<file path="src/rtl/mem_responder.sv">
// mem_responder: instruction ROM and data RAM beside the CPU.
// Answers fetch, load and store requests with combinational reads.
// On end of execution it streams the whole RAM out over a valid/ready dump port.
module mem_responder #(
    parameter int ADDR_W = 6,
    parameter int DATA_W = 16
) (
    input  logic              clk_main,
    input  logic              reset,
    input  logic [ADDR_W-1:0] address_to_rom,
    input  logic              enable_to_rom,
    output logic [DATA_W-1:0] data_from_rom,
    input  logic [ADDR_W-1:0] address_to_ram,
    input  logic [DATA_W-1:0] data_to_ram,
    input  logic              write_enable_to_ram,
    input  logic              read_enable_to_ram,
    output logic [DATA_W-1:0] data_from_ram,
    input  logic              enable_ram_read,
    input  logic              load_en,
    input  logic [ADDR_W-1:0] load_addr,
    input  logic [DATA_W-1:0] load_data,
    output logic              dump_valid,
    input  logic              dump_ready,
    output logic [ADDR_W-1:0] dump_addr,
    output logic [DATA_W-1:0] dump_data,
    output logic              dump_done
);

    localparam int DEPTH = 2 ** ADDR_W;

    typedef enum logic [1:0] {
        ST_IDLE = 2'd0,
        ST_DUMP = 2'd1,
        ST_DONE = 2'd2
    } state_t;

    state_t            state_r, state_nxt_s;
    logic [ADDR_W-1:0] cnt_r, cnt_nxt_s;
    logic              dump_valid_r, dump_valid_nxt_s;
    logic              dump_done_r, dump_done_nxt_s;
    logic              cnt_last_s;
    logic              in_idle_s;

    logic [DATA_W-1:0] rom_r [DEPTH];
    logic [DATA_W-1:0] ram_r [DEPTH];

    assign cnt_last_s = (cnt_r == {ADDR_W{1'b1}});
    assign in_idle_s  = (state_r == ST_IDLE);

    // Host ROM load; memory is not reset and only accepts writes while idle
    always_ff @(posedge clk_main) begin
        if (load_en && in_idle_s) begin
            rom_r[load_addr] <= load_data;
        end
    end

    // CPU store; frozen outside IDLE so the dump sees a stable image
    always_ff @(posedge clk_main) begin
        if (write_enable_to_ram && in_idle_s) begin
            ram_r[address_to_ram] <= data_to_ram;
        end
    end

    // Combinational fetch and load ports, zero when not enabled
    always_comb begin
        data_from_rom = {DATA_W{1'b0}};
        data_from_ram = {DATA_W{1'b0}};
        if (enable_to_rom) begin
            data_from_rom = rom_r[address_to_rom];
        end else begin
            data_from_rom = {DATA_W{1'b0}};
        end
        if (read_enable_to_ram) begin
            data_from_ram = ram_r[address_to_ram];
        end else begin
            data_from_ram = {DATA_W{1'b0}};
        end
    end

    // State, counter and dump flags register
    always_ff @(posedge clk_main or posedge reset) begin
        if (reset) begin
            state_r      <= ST_IDLE;
            cnt_r        <= {ADDR_W{1'b0}};
            dump_valid_r <= 1'b0;
            dump_done_r  <= 1'b0;
        end else begin
            state_r      <= state_nxt_s;
            cnt_r        <= cnt_nxt_s;
            dump_valid_r <= dump_valid_nxt_s;
            dump_done_r  <= dump_done_nxt_s;
        end
    end

    // Next-state logic; flags are computed for the next state so they come straight from flops
    always_comb begin
        state_nxt_s      = state_r;
        cnt_nxt_s        = cnt_r;
        dump_valid_nxt_s = dump_valid_r;
        dump_done_nxt_s  = dump_done_r;
        case (state_r)
            ST_IDLE: begin
                if (enable_ram_read) begin
                    state_nxt_s      = ST_DUMP;
                    cnt_nxt_s        = {ADDR_W{1'b0}};
                    dump_valid_nxt_s = 1'b1;
                    dump_done_nxt_s  = 1'b0;
                end else begin
                    dump_valid_nxt_s = 1'b0;
                    dump_done_nxt_s  = 1'b0;
                end
            end
            ST_DUMP: begin
                if (dump_valid_r && dump_ready) begin
                    if (cnt_last_s) begin
                        // Terminal word leaves the state, so cnt never wraps here
                        state_nxt_s      = ST_DONE;
                        dump_valid_nxt_s = 1'b0;
                        dump_done_nxt_s  = 1'b1;
                    end else begin
                        cnt_nxt_s = cnt_r + {{(ADDR_W-1){1'b0}}, 1'b1};
                    end
                end else begin
                    // Backpressure: hold address and data stable
                    cnt_nxt_s = cnt_r;
                end
            end
            ST_DONE: begin
                if (!enable_ram_read) begin
                    state_nxt_s      = ST_IDLE;
                    cnt_nxt_s        = {ADDR_W{1'b0}};
                    dump_valid_nxt_s = 1'b0;
                    dump_done_nxt_s  = 1'b0;
                end else begin
                    dump_done_nxt_s = 1'b1;
                end
            end
            default: begin
                state_nxt_s      = ST_IDLE;
                cnt_nxt_s        = {ADDR_W{1'b0}};
                dump_valid_nxt_s = 1'b0;
                dump_done_nxt_s  = 1'b0;
            end
        endcase
    end

    assign dump_valid = dump_valid_r;
    assign dump_done  = dump_done_r;
    assign dump_addr  = cnt_r;
    assign dump_data  = ram_r[cnt_r];

endmodule

</file>
<file path="config.mk">
export PLATFORM = sky130hd
export DESIGN_NAME = mem_responder
export DESIGN_NICKNAME = d
export VERILOG_FILES = /design/src/rtl/mem_responder.sv
export SDC_FILE = /design/constraint.sdc
export NUM_CORES = 2
export LEC_CHECK = 0
export BUFFER_PORTS_ARGS = -buffer_cell sky130_fd_sc_hd__buf_4
export CELL_PAD_IN_SITES_DETAIL_PLACEMENT = 2
export CELL_PAD_IN_SITES_GLOBAL_PLACEMENT = 2
export CORE_AREA = 4 4 323 563
export CTS_CLUSTER_DIAMETER = 50
export DETAILED_ROUTE_END_ITERATION = 8
export DIE_AREA = 0 0 327 567
export PLACE_DENSITY_LB_ADDON = 0.2
export SLEW_MARGIN = 30
export SYNTH_ARGS = -nofsm -noshare
export SYNTH_HDL_FRONTEND = slang
export SYNTH_SLANG_ARGS = --single-unit
</file>
<file path="constraint.sdc">
create_clock -name clk_main -period 3.2 [get_ports clk_main]
set_input_delay 0 -clock clk_main [delete_from_list [all_inputs] [get_ports clk_main]]
set_output_delay 0 -clock clk_main [all_outputs]
set_load 0.05 [all_outputs]
</file>
Yosys cells after proc, flatten, opt, wreduce, memory -nomap -nowiden
Memory sizes are Yosys's and may differ from the RTL's.
Cells that the tools add are included.
Cells by class
  add/subtract/negate cells: 1
  equal/unequal tests: 8
  multiplexer cells: 24
  reductions and logical operators: 8
Operators by type and width (count)
  $mux 16: 2
  $mux 6: 4
  $pmux 6 s3: 1
  $mux 1: 10
  $ne 2x2->1 const B: 5
  $mux 2: 4
  $reduce_and 4->1: 2
  $add 6x1->6 const B: 1
  $eq 6x6->1 const B: 1
  $pmux 2 s3: 1
  $logic_and 1x1->1: 3
  $pmux 1 s3: 1
  $reduce_and 3->1: 1
  $eq 2x1->1 const B: 1
  $eq 2x2->1 const B: 1
  $logic_not 2->1: 1
  $pmux 1 s2: 1
  $reduce_and 2->1: 1
Storage, ports and cells
  register bits: 10
  memory bits (writable): 2048
  bits of input ports: 58
  output and inout bits: 56
  logic and storage cells: 47
  memories: 2
Memories
  ram_r: depth 64, width 16, read ports 2, clocked after Yosys merged registers in 0, write ports 1, line 45  | logic [DATA_W-1:0] ram_r [DEPTH];
  rom_r: depth 64, width 16, read ports 1, clocked after Yosys merged registers in 0, write ports 1, line 44  | logic [DATA_W-1:0] rom_r [DEPTH];

Depth between registers and ports, before layout
  depth after elaboration: 4
  depth in mapped cells: 10
  depth with buffers taken out: 6

Worst setup path after synthesis
Ideal clock, no wire load.
  kind: reg-to-output
  from: register cnt_r[2], in the netlist dump_addr[2]
  to: output dump_data[0]
  arrival time: 3183 ps
  required time: 3200 ps
  slack: 17 ps
  stages on the path, launching flop included: 10
  buffers on the path: 5
  path through: dfrtp_1 -> buf_2 -> buf_4 -> buf_6 -> clkbuf_1 -> buf_2 -> nor2_1 -> nor2_1 -> o21ai_0 -> a221oi_1
Between the ends
  word-level cells in the longest chain between the ends: 1
RTL lines
  start, declared: line 38  | logic [ADDR_W-1:0] cnt_r, cnt_nxt_s;
  start signal, assigned: line 84  | cnt_r <= {ADDR_W{1'b0}};
  start signal, assigned: line 89  | cnt_r <= cnt_nxt_s;
  $mem_v2 64x16
  end, declared: line 25  | output logic [DATA_W-1:0] dump_data,
Every way passes these cells.

Final worst setup path
  from: register cnt_r[0], in the netlist dump_addr[0]
  to: output dump_data[7]
Same word-level chain as after synthesis.

==> reports/results.ini <==
[status]
status = finished, violations left
violations = setup timing

[yosys]
netlist_top_cells_area = edfxtp_1 (70%), mux4_2 (16%), mux2i_1 (2.5%)
netlist_area_um2 = 88300
yosysTopAreaCellShare_pct = 69.7
yosys_warnings = 0
postSynth.asyncResetShare_pct = 0.486
ys_types = 68
ys_top_cells_by_count = edfxtp_1 (2048), mux4_2 (628), mux2i_1 (218)
synth_fp_nets = 4465
synthCells = 4402
synth_most_common_cell = edfxtp_1
synth_edf_count = 2048
post-synth-top-area-cell = edfxtp_1
ys_ff_latch = 2058
synth.avg_cell_area_um2 = 20.1
seq_area_frac_synth_pct = 69.9
ys.flop_type = edfxtp_1

[drt]
met3_length_mm = 29.6
vias = 54600
wl_met1_mm = 112
viasPerCell = 7.27
drt_iter0_markers = 7866
drt-pass1-iter-count = 7
wl_met2_mm = 177
highest_layer = met5
finalWirelength_mm = 357
drc = 0
ant_nets = 0
wl_per_cell_um = 47.5

[finish]
nFillCells = 14300
nets = 5033
multiInputGateArea_um2 = 25500
final_cells = 7515
area_growth_pct = 17.5
fin_area_um2 = 104000
drive_gt1_share_pct = 36.9
final_core_util_pct = 58.7
seq_area_um2 = 61800

[global_routing]
grt_antenna_before_repair = 26
grt_max_degree = 65
grt.total_usage_pct = 38.0
grt_pass1_wl_mm = 487
overflow = 0
grt_pass1_vias = 57200

[timing]
hold_slack_ns = 0.0897
worstMarginPinSlew_ns = 1.30
period_needed_ns = 3.71
max_freq_mhz = 270
skew_ns = 0.0317
finalSetupViolCount = 18
relSlewSlack_pct = 13.2
tns_ns = -7.11
final_hold_viol_count = 0
maxSlewViolCount = 0
fin_crit_sh_pct = 116
rsz0062_at_grt = yes
finalWorstSetupSlack_ns = -0.507

[floorplanning]
die_area_um2 = 185000
ios = 114
die_h_um = 567
core_um2 = 177000
die_w_um = 327
placementRows = 204
start_util_pct = 49.9

[clock_tree]
numCtsBuffers = 201
cts_tree = done
clockBufferDepth = 4
clock_latency_ns = 0.85
cts_root_buffer = clkbuf_16
htreeDepth = 4
clk_pin_slew_worst_paths_ns = 0.07
cts_sinks = 2058

[placement]
place.gp.congestion = 0.965
io_buffers = 113
place_area_um2 = 95100
place_inst = 7031
place_hpwl_mm = 222

[worst_setup_path]
cp.arrival_ns = 3.71
worstSetupPathType = reg2out
startpoint_type = flop
required_ns = 3.20
reg2reg_slack_ns = 0.05
r2r_start = dump_addr[1]
reg2regPathDepth = 10
path_max_fanout = 17
endpoint_kind = output pin
r2r-end = dump_addr[0]

[min_path]
holdPathEnd = rom_r[12][5]
hp-start = load_addr[5]
min_path_type = in2reg
min_path_cells = 4

[flow_run]
maxCapViolations = 0

[power]
leakage_nw = 33.1
vdd_drop_max_mv = 0.557
p_per_area_nw_per_um2 = 648

## state kept, by name (all words and copies together) (netlist names)
register,count
rom_r,1024
dump_valid,1
dump_done,1
state_r,2
ram_r,1024
dump_addr,6
## cell usage in the layout, fill, tap and decap left out, types with 48 or more instances in the layout
master / count
a221oi_1: 113
a22oi_1: 114
buf_12: 85
buf_4: 505
clkbuf_16: 210
clkinv_1: 55
edfxtp_1: 2048
mux2_2: 108
mux2i_1: 203
mux4_2: 636
nand2_1: 99
nand3_1: 48
nor2_1: 121
nor2_2: 73
o22ai_1: 58
## metrics by stage
step	worst slack, ns	power (mW)
after floorplan	0.0168	37.0
after global placement	0.0305	41.0
after detailed placement	0.0112	41.3
after CTS	-0.395	66.2
after global routing	-0.472	68.8
final	-0.507	67.2
## kinds of logic after synthesis
family	share of synthesized area, %
adder cells (fa/ha/maj)	0.0709
XOR/XNOR	0.00992
multiplexers	20.7
buffers and inverters	2.25
AND/OR/NAND/NOR	2.47
AO/OA/AOI/OAI	4.59
flip-flops	69.9
## worst max-delay path, cell delays in order, from the launching register on
cell     delay, ns
dfrtp_4       0.52
buf_12        0.19
buf_4         0.14
buf_16        0.19
mux4_2        0.54
mux2i_2       0.24
mux2i_1       0.12
buf_4         0.19
o22ai_2       0.21
buf_4         0.18
nor2_1        0.08
buf_4         0.20
## power breakdown
| group | switching (mW) | total, mW | internal (mW) |
|---|---|---|---|
| Sequential | 0.118 | 29.9 | 29.8 |
| Clock | 10.9 | 24.0 | 13.0 |
| Combinational | 7.55 | 13.3 | 5.76 |
| Total | 18.6 | 67.2 | 48.6 |
## what timing repair did
action | in CTS | in global routing
setup buffers | 28 | 24
setup endpoints to repair | 24 | 27
pin swaps | 12 | 14
cloned | 10 | 7
hold buffers | 42 | 0
gates resized for setup | 129 | 101
hold endpoints to repair | 2207 | 0
## worst max-delay path by stage
stage                  from            to  slack, ns  cells after the start
3_5_place_dp   dump_addr[0]  dump_addr[2]       0.01                      8
2_1_floorplan  dump_addr[2]  dump_data[0]       0.02                      9
3_3_place_gp   dump_addr[1]  dump_data[9]       0.03                     10
4_1_cts        dump_addr[0]  dump_data[9]      -0.40                     10
6_report       dump_addr[0]  dump_data[7]      -0.51                     11
5_1_grt        dump_addr[0]  dump_data[7]      -0.47                     11
## layer usage
metal / global-route usage (%) / vias up
met1: 41.9 / 29100
met2: 63.4 / 4204
met4: 32.0 / 12
li1: - / 20000
met5: 0 / -
met3: 7.21 / 1346
## layout make-up
class	instances	area share, %
Sequential cell	2058	59.5
Inverter	9	0.0374
Tap cell	2369	2.86
Multi-Input combinational cell	2001	24.5
Clock buffer	233	5.01
Timing Repair Buffer	699	6.91
Clock inverter	130	1.09
Antenna cell	16	0.0386
(Power assumes the default switching activity.)
